$ cat src/rtl/pc_gen_unit_if.sv
// Fetch PC generator bus: execute-stage redirect request in, fetch PC and
// status out. The master side is the execute/control logic, the slave side
// is the PC generator.
interface pc_gen_unit_if #(
  parameter int XLEN  = 32,
  parameter int CNT_W = 16
);
  logic             stall;
  logic             redirect_valid;
  logic [2:0]       pcn_control;
  logic             br_taken;
  logic [XLEN-1:0]  ex_pc;
  logic [XLEN-1:0]  imm;
  logic [XLEN-1:0]  rs1;
  logic [XLEN-1:0]  trap_vec;
  logic [XLEN-1:0]  mepc;
  logic [XLEN-1:0]  pc;
  logic [XLEN-1:0]  pc_plus_step;
  logic             flush;
  logic             misalign;
  logic [XLEN-1:0]  misalign_addr;
  logic [CNT_W-1:0] redirect_cnt;

  modport master (
    output stall, redirect_valid, pcn_control, br_taken, ex_pc, imm, rs1,
           trap_vec, mepc,
    input  pc, pc_plus_step, flush, misalign, misalign_addr, redirect_cnt
  );

  modport slave (
    input  stall, redirect_valid, pcn_control, br_taken, ex_pc, imm, rs1,
           trap_vec, mepc,
    output pc, pc_plus_step, flush, misalign, misalign_addr, redirect_cnt
  );
endinterface

$ cat src/rtl/pc_gen_unit.sv
// Fetch-stage PC generator: registered fetch PC, sequential advance, redirects
// from execute (branch/JAL/JALR/trap/MRET) that override stall, misaligned
// target detection, a one-cycle flush pulse and a wrapping redirect counter.
module pc_gen_unit #(
  parameter int              XLEN         = 32,
  parameter logic [XLEN-1:0] RESET_VECTOR = 32'h0000_0000,
  parameter int              STEP         = 4,
  parameter int              CNT_W        = 16
) (
  input logic          clk,
  input logic          rst_n,
  pc_gen_unit_if.slave bus
);

  localparam logic [2:0] MODE_BRANCH = 3'd1;
  localparam logic [2:0] MODE_JAL    = 3'd2;
  localparam logic [2:0] MODE_JALR   = 3'd3;
  localparam logic [2:0] MODE_TRAP   = 3'd4;
  localparam logic [2:0] MODE_MRET   = 3'd5;

  // STEP is a power of two, so "target mod STEP" is just the low bits.
  localparam logic [XLEN-1:0] ALIGN_MASK = XLEN'(STEP - 1);
  localparam logic [XLEN-1:0] JALR_MASK  = {{(XLEN-1){1'b1}}, 1'b0};

  logic [XLEN-1:0]  pc_q, pc_d;
  logic             flush_q, flush_d;
  logic             misalign_q, misalign_d;
  logic [XLEN-1:0]  misalign_addr_q, misalign_addr_d;
  logic [CNT_W-1:0] cnt_q, cnt_d;

  logic [XLEN-1:0]  pc_plus_step_s;
  logic [XLEN-1:0]  target_s;
  logic             req_s;
  logic             target_misaligned_s;

  assign pc_plus_step_s = pc_q + XLEN'(STEP);

  // Decode the control-transfer mode into a target address and a request.
  always_comb begin
    target_s = pc_plus_step_s;
    req_s    = 1'b0;
    case (bus.pcn_control)
      MODE_BRANCH: begin
        target_s = bus.ex_pc + bus.imm;
        req_s    = bus.redirect_valid & bus.br_taken;
      end
      MODE_JAL: begin
        target_s = bus.ex_pc + bus.imm;
        req_s    = bus.redirect_valid;
      end
      MODE_JALR: begin
        target_s = (bus.rs1 + bus.imm) & JALR_MASK;
        req_s    = bus.redirect_valid;
      end
      MODE_TRAP: begin
        target_s = {bus.trap_vec[XLEN-1:2], 2'b00};
        req_s    = bus.redirect_valid;
      end
      MODE_MRET: begin
        target_s = bus.mepc;
        req_s    = bus.redirect_valid;
      end
      default: begin
        // SEQ and reserved encodings never redirect.
        target_s = pc_plus_step_s;
        req_s    = 1'b0;
      end
    endcase
  end

  // Trap entry is word-aligned by construction; everything else is checked.
  always_comb begin
    if (bus.pcn_control == MODE_TRAP) begin
      target_misaligned_s = 1'b0;
    end else begin
      target_misaligned_s = |(target_s & ALIGN_MASK);
    end
  end

  // Next-state selection: redirect beats stall, stall beats sequential.
  always_comb begin
    pc_d            = pc_q;
    flush_d         = 1'b0;
    misalign_d      = 1'b0;
    misalign_addr_d = misalign_addr_q;
    cnt_d           = cnt_q;
    if (req_s && !target_misaligned_s) begin
      pc_d    = target_s;
      flush_d = 1'b1;
      cnt_d   = cnt_q + CNT_W'(1);
    end else if (req_s) begin
      // Hold the PC and report; the controller follows up with a TRAP.
      misalign_d      = 1'b1;
      misalign_addr_d = target_s;
      flush_d         = 1'b1;
    end else if (bus.stall) begin
      pc_d = pc_q;
    end else begin
      pc_d = pc_plus_step_s;
    end
  end

  // State registers with asynchronous reset to the reset vector.
  always_ff @(posedge clk or negedge rst_n) begin
    if (!rst_n) begin
      pc_q            <= RESET_VECTOR;
      flush_q         <= 1'b0;
      misalign_q      <= 1'b0;
      misalign_addr_q <= '0;
      cnt_q           <= '0;
    end else begin
      pc_q            <= pc_d;
      flush_q         <= flush_d;
      misalign_q      <= misalign_d;
      misalign_addr_q <= misalign_addr_d;
      cnt_q           <= cnt_d;
    end
  end

  assign bus.pc            = pc_q;
  assign bus.pc_plus_step  = pc_plus_step_s;
  assign bus.flush         = flush_q;
  assign bus.misalign      = misalign_q;
  assign bus.misalign_addr = misalign_addr_q;
  assign bus.redirect_cnt  = cnt_q;

endmodule

$ cat src/flat_wrapper.sv
// flat-port wrapper written by rule: the top's interface ports become plain ports
module pc_gen_unit_flat 
#(
  parameter int              XLEN         = 32,
  parameter logic [XLEN-1:0] RESET_VECTOR = 32'h0000_0000,
  parameter int              STEP         = 4,
  parameter int              CNT_W        = 16
)
  (clk, rst_n, bus_stall, bus_redirect_valid, bus_pcn_control, bus_br_taken, bus_ex_pc, bus_imm, bus_rs1, bus_trap_vec, bus_mepc, bus_pc, bus_pc_plus_step, bus_flush, bus_misalign, bus_misalign_addr, bus_redirect_cnt);
  pc_gen_unit_if #(.XLEN(XLEN), .CNT_W(CNT_W)) bus_i ();
  input logic clk;
  input logic rst_n;
  input wire logic [$bits(bus_i.stall)-1:0] bus_stall;
  input wire logic [$bits(bus_i.redirect_valid)-1:0] bus_redirect_valid;
  input wire logic [$bits(bus_i.pcn_control)-1:0] bus_pcn_control;
  input wire logic [$bits(bus_i.br_taken)-1:0] bus_br_taken;
  input wire logic [$bits(bus_i.ex_pc)-1:0] bus_ex_pc;
  input wire logic [$bits(bus_i.imm)-1:0] bus_imm;
  input wire logic [$bits(bus_i.rs1)-1:0] bus_rs1;
  input wire logic [$bits(bus_i.trap_vec)-1:0] bus_trap_vec;
  input wire logic [$bits(bus_i.mepc)-1:0] bus_mepc;
  output wire logic [$bits(bus_i.pc)-1:0] bus_pc;
  output wire logic [$bits(bus_i.pc_plus_step)-1:0] bus_pc_plus_step;
  output wire logic [$bits(bus_i.flush)-1:0] bus_flush;
  output wire logic [$bits(bus_i.misalign)-1:0] bus_misalign;
  output wire logic [$bits(bus_i.misalign_addr)-1:0] bus_misalign_addr;
  output wire logic [$bits(bus_i.redirect_cnt)-1:0] bus_redirect_cnt;
  assign bus_i.stall = bus_stall;
  assign bus_i.redirect_valid = bus_redirect_valid;
  assign bus_i.pcn_control = bus_pcn_control;
  assign bus_i.br_taken = bus_br_taken;
  assign bus_i.ex_pc = bus_ex_pc;
  assign bus_i.imm = bus_imm;
  assign bus_i.rs1 = bus_rs1;
  assign bus_i.trap_vec = bus_trap_vec;
  assign bus_i.mepc = bus_mepc;
  assign bus_pc = bus_i.pc;
  assign bus_pc_plus_step = bus_i.pc_plus_step;
  assign bus_flush = bus_i.flush;
  assign bus_misalign = bus_i.misalign;
  assign bus_misalign_addr = bus_i.misalign_addr;
  assign bus_redirect_cnt = bus_i.redirect_cnt;
  pc_gen_unit #(.XLEN(XLEN), .RESET_VECTOR(RESET_VECTOR), .STEP(STEP), .CNT_W(CNT_W)) u_core (.clk(clk), .rst_n(rst_n), .bus(bus_i));
endmodule
$ cat config.mk
export PLATFORM = sky130hd
export DESIGN_NAME = pc_gen_unit_flat
export DESIGN_NICKNAME = d
export VERILOG_FILES = /design/src/rtl/pc_gen_unit_if.sv /design/src/rtl/pc_gen_unit.sv /design/src/flat_wrapper.sv
export SDC_FILE = /design/constraint.sdc
export NUM_CORES = 1
export LEC_CHECK = 0
export CORE_ASPECT_RATIO = 1.25
export CORE_MARGIN = 3
export CORE_UTILIZATION = 30
export CTS_CLUSTER_DIAMETER = 100
export CTS_CLUSTER_SIZE = 20
export DETAILED_ROUTE_END_ITERATION = 8
export MAX_ROUTING_LAYER = met4
export SYNTH_ARGS = -nofsm -noshare
export SYNTH_HDL_FRONTEND = slang
export SYNTH_SLANG_ARGS = --single-unit
$ cat constraint.sdc
create_clock -name clk -period 1.91 [get_ports clk]
set_input_delay 0.191 -clock clk [delete_from_list [all_inputs] [get_ports clk]]
set_output_delay 0.191 -clock clk [all_outputs]
set_load 0.02 [all_outputs]
==> flow_summary_export.csv <==
group,metric,value,unit
run_status,status,"complete, but fails checks",
run_status,violations,"negative setup slack",
floorplanning,num_io_pins,282,
yosys,yosysWarnings,0,
worst_setup_path,path_class,"in -> reg",
yosys,synth_top_flop_cell,"dfrtp_1",
cts,h-tree-depth,3,
global_route,grt_first_pass_wirelength,66.54,mm
global_route,gr-total-overflow,0,
floorplanning,core,28580,um^2
flow_run,cap_viol_max_count,0,
routing,antenna_left,0,
global_route,grt_start_max_net_pins,83,
yosys,syn_nets,1326,
routing,drc,0,
place,io_buffers,279,
timing,slew_headroom,0.6567,
floorplanning,fp-row-count,69,
floorplanning,die_h,197.1,um
worst_setup_path,cp_max_fo,4,
timing,clock_skew,0.008461,ns
worst_setup_path,crit_path_start_kind,"primary input",
yosys,synth.area.mux_share,0.005852,
global_route,busiest_layer,"met2",
yosys,synthArstFlopShare,1.000,
yosys,synth_compound_area_frac,0.3163,
timing,hold_viol,0,
power,leakagePower,8.128,nW
global_route,antenna_found_initial,1,
cts,cts_tree,"built",
worst_setup_path,worstPathRequired,2.14,ns
worst_setup_path,worstPathArrival,2.66,ns
floorplanning,start_util,0.3068,
worst_setup_path,endpoint_kind,"register",
timing,fin_crit,2.426,ns
yosys,netlist_area,8766,um^2
place,hpwlAfterDp,33.77,mm
yosys,synthXorXnorAreaFrac,0.1029,
yosys,ys_seq_area_frac,0.2341,
global_route,use_met3,0.02181,
cts,cts_max_path_buffers,2,
yosys,yosys.area_share.adder,0.09592,
min_path,hold_class,"in -> async",
timing,setup_ws,-0.5156,ns
power,p_per_area,810.5,nW/um^2
yosys,ys_types,88,
cells_and_area,area_delta_synth_final,115.0,%
cells_and_area,layout-drive-gt1-share,0.5309,
cts,clk_pin_slew,0.06,ns
routing,drt_iter0_drc,745,
yosys,post_synth.cell_area_avg,8.027,um^2
floorplanning,die_area,31320,um^2
floorplanning,die_w,158.9,um
cts,cts-root-buf,"clkbuf_16",
timing,max_slew.worst_pin.slew,0.5096,ns
place,post-place-cells,2100,
power,total_power,15.28,mW
routing,drt-total-wl,45.00,mm
yosys,yosys.area_share.simple,0.2030,
routing,wl_per_cell,20.44,um
yosys,syn-instance-count,1092,
cells_and_area,utilization,0.6597,
timing,rsz0062_at_grt,"yes",
global_route,grtUsageMet1,0.3198,
timing,max_freq,412.3,MHz
global_route,grt_pass1_vias,11970,
timing,period_share,1.270,
routing,dr_total_vias,11720,
yosys,synth_top_family_by_area,"compound AO/OA/AOI/OAI gates",
timing,setup_violations,98,
global_route,met2_usage,0.5100,
routing,routed_via_density,5.323,
cells_and_area,final_cell_count_no_fill,2201,
place,pre_cts_ws,-1.434,ns
yosys,synth_edf_count,0,
global_route,global_route.usage.total,0.2743,
cts,cts_made_buffers,9,
cts,insertion_delay,0.35,ns
cells_and_area,nets,2039,
power,ir_worst_vdd,0.0006192,V
yosys,synth-seq-cells,82,
cts,cts.sinks,82,
timing,maxSlewViolCount,0,
routing,first_pass_iters,5,
place,gp_congestion,0.9869,
-- metrics by stage --
step	TNS (ns)	instance area (um^2)	hold WS, ns
final	-30.67	18850	0.4227
after detailed placement	-102.17	15310	0.2625
after CTS	-26.56	18000	0.4456
after global placement	-100.94	15310	0.2596
after floorplan	-16.86	9325	-0.1046
after global routing	-37.72	18850	0.4648
-- cell families (layout without fill, tap and decap cells) --
logic type                 after synthesis  in the layout
other                                    0              1
buffers and inverters                   86            803
xor gates and xnor gates               103            103
adders and majority gates               66             66
and+or+nand+nor                        350            351
muxes                                    5              5
DFF                                     82             82
AOI/OAI and AO/OA                      400            400
-- cell usage in the layout (no fill, tap or decap), types with 14 or more instances in the layout --
master and n:
xnor2_1 34, nand4_1 24, inv_1 14, a21oi_2 29, o21ai_2 27, buf_6 100, buf_2 17, ha_4 55
nand2_1 96, nor2_1 53, xor2_1 26, xnor2_2 23, buf_4 416, o21ai_1 30, nand2_4 19, dlygate4sd2_1 31
a21o_1 28, and3_1 15, dfrtp_2 18, nand3_1 20, clkdlybuf4s50_1 162, a221oi_1 18, o21ai_0 24, a21oi_1 50
dfrtp_1 64
-- sequential cells by signal, indices dropped and copies added (netlist names) --
| signal | flops |
|---|---|
| u_core.bus.misalign_addr | 32 |
| u_core.bus.pc | 32 |
| u_core.bus.redirect_cnt | 16 |
| u_core.bus.flush | 1 |
| u_core.bus.misalign | 1 |
-- synth_stat cells (5+ instances only) --
master       n  area, um^2
a31oi_1     17       106.4
nand2b_1     9       56.30
and4_1       6       52.55
clkbuf_1    39       146.4
nor2b_1      7       43.79
a311oi_1     5       43.79
a21oi_1     88       440.4
o21ai_0     77       385.4
ha_1        64       800.8
o21ai_1      5       25.02
a21o_1      28       210.2
o211ai_1     9       67.56
nand4_1     24       150.1
xor2_1      36       315.3
o21bai_1    10       75.07
a211oi_1     9       67.56
a211o_1      5       43.79
o21a_1      10       75.07
a221oi_1    24       210.2
and3_1      20       125.1
a221o_1     12       120.1
inv_1       20       75.07
nor3_1      15       75.07
o32ai_1      6       52.55
nor2_1      65       244.0
a2bb2oi_1    5       43.79
o22ai_1     15       93.84
nand2_1    127       476.7
a21boi_0    11       82.58
nand3_1     31       155.2
xnor2_1     67       586.8
and2_1      13       81.33
clkbuf_2     5       25.02
a22oi_1      6       45.04
buf_2       16       80.08
dfrtp_1     82        2052
o31ai_1     13       97.59
-- path summary, 6_finish.rpt --
path,start,endpoint,slack (ns),depth (start not counted)
worst max-delay path,bus_imm[0],u_core.bus.pc[26],-0.52,12
worst min-delay path,rst_n,u_core.bus.flush,0.42,3
worst max register to register,u_core.bus.pc[2],u_core.bus.pc[16],-0.37,12
worst min register to register,u_core.bus.redirect_cnt[15],u_core.bus.redirect_cnt[15],0.47,1
max in group asynchronous,rst_n,u_core.bus.pc[21],1.10,3
min in group clk,u_core.bus.redirect_cnt[15],u_core.bus.redirect_cnt[15],0.47,1
-- layer usage --
layer | up-vias | wire, um
met2 | 406 | 24220
met1 | 5685 | 17520
li1 | 5540 | -
met3 | 85 | 1920
met5 | - | 0
met4 | 0 | 1335
-- area by class of cell --
cell class	instances	area, um^2
antenna	1	2.502
clock buffer	11	232.7
clock inverter	5	78.83
fill	2206	9726
inverter	21	88.84
multi-input combinational	925	9046
sequential	82	2074
tap	390	488.0
timing repair buffer	766	6839
-- critical path, stage by stage --
cell and delay, ns:
buf_8 0.08, ha_4 0.15, inv_2 0.04, fa_2 0.34, nand2b_4 0.16, a211o_4 0.37, a211o_4 0.39, a311oi_4 0.31
nor3_2 0.09, o31a_1 0.14, a211oi_2 0.29, a21oi_1 0.11
-- power by group --
group	internal (mW)	switching, mW	leakage (nW)
Sequential	2.33	0.514	1.01
Combinational	5.31	5.24	6.96
Clock	1.15	0.750	0.153
-- repair_timing --
action                                  4_1_cts  5_1_grt
pin swaps                                   184      128
endpoints found under the hold margin        82        0
buffers inserted                             63       32
cloned                                        2        2
endpoints found under the setup margin      110      106
resized for setup                           789      136
hold buffers                                  1        0
Note: power is estimated with default switching activity, not from simulation.
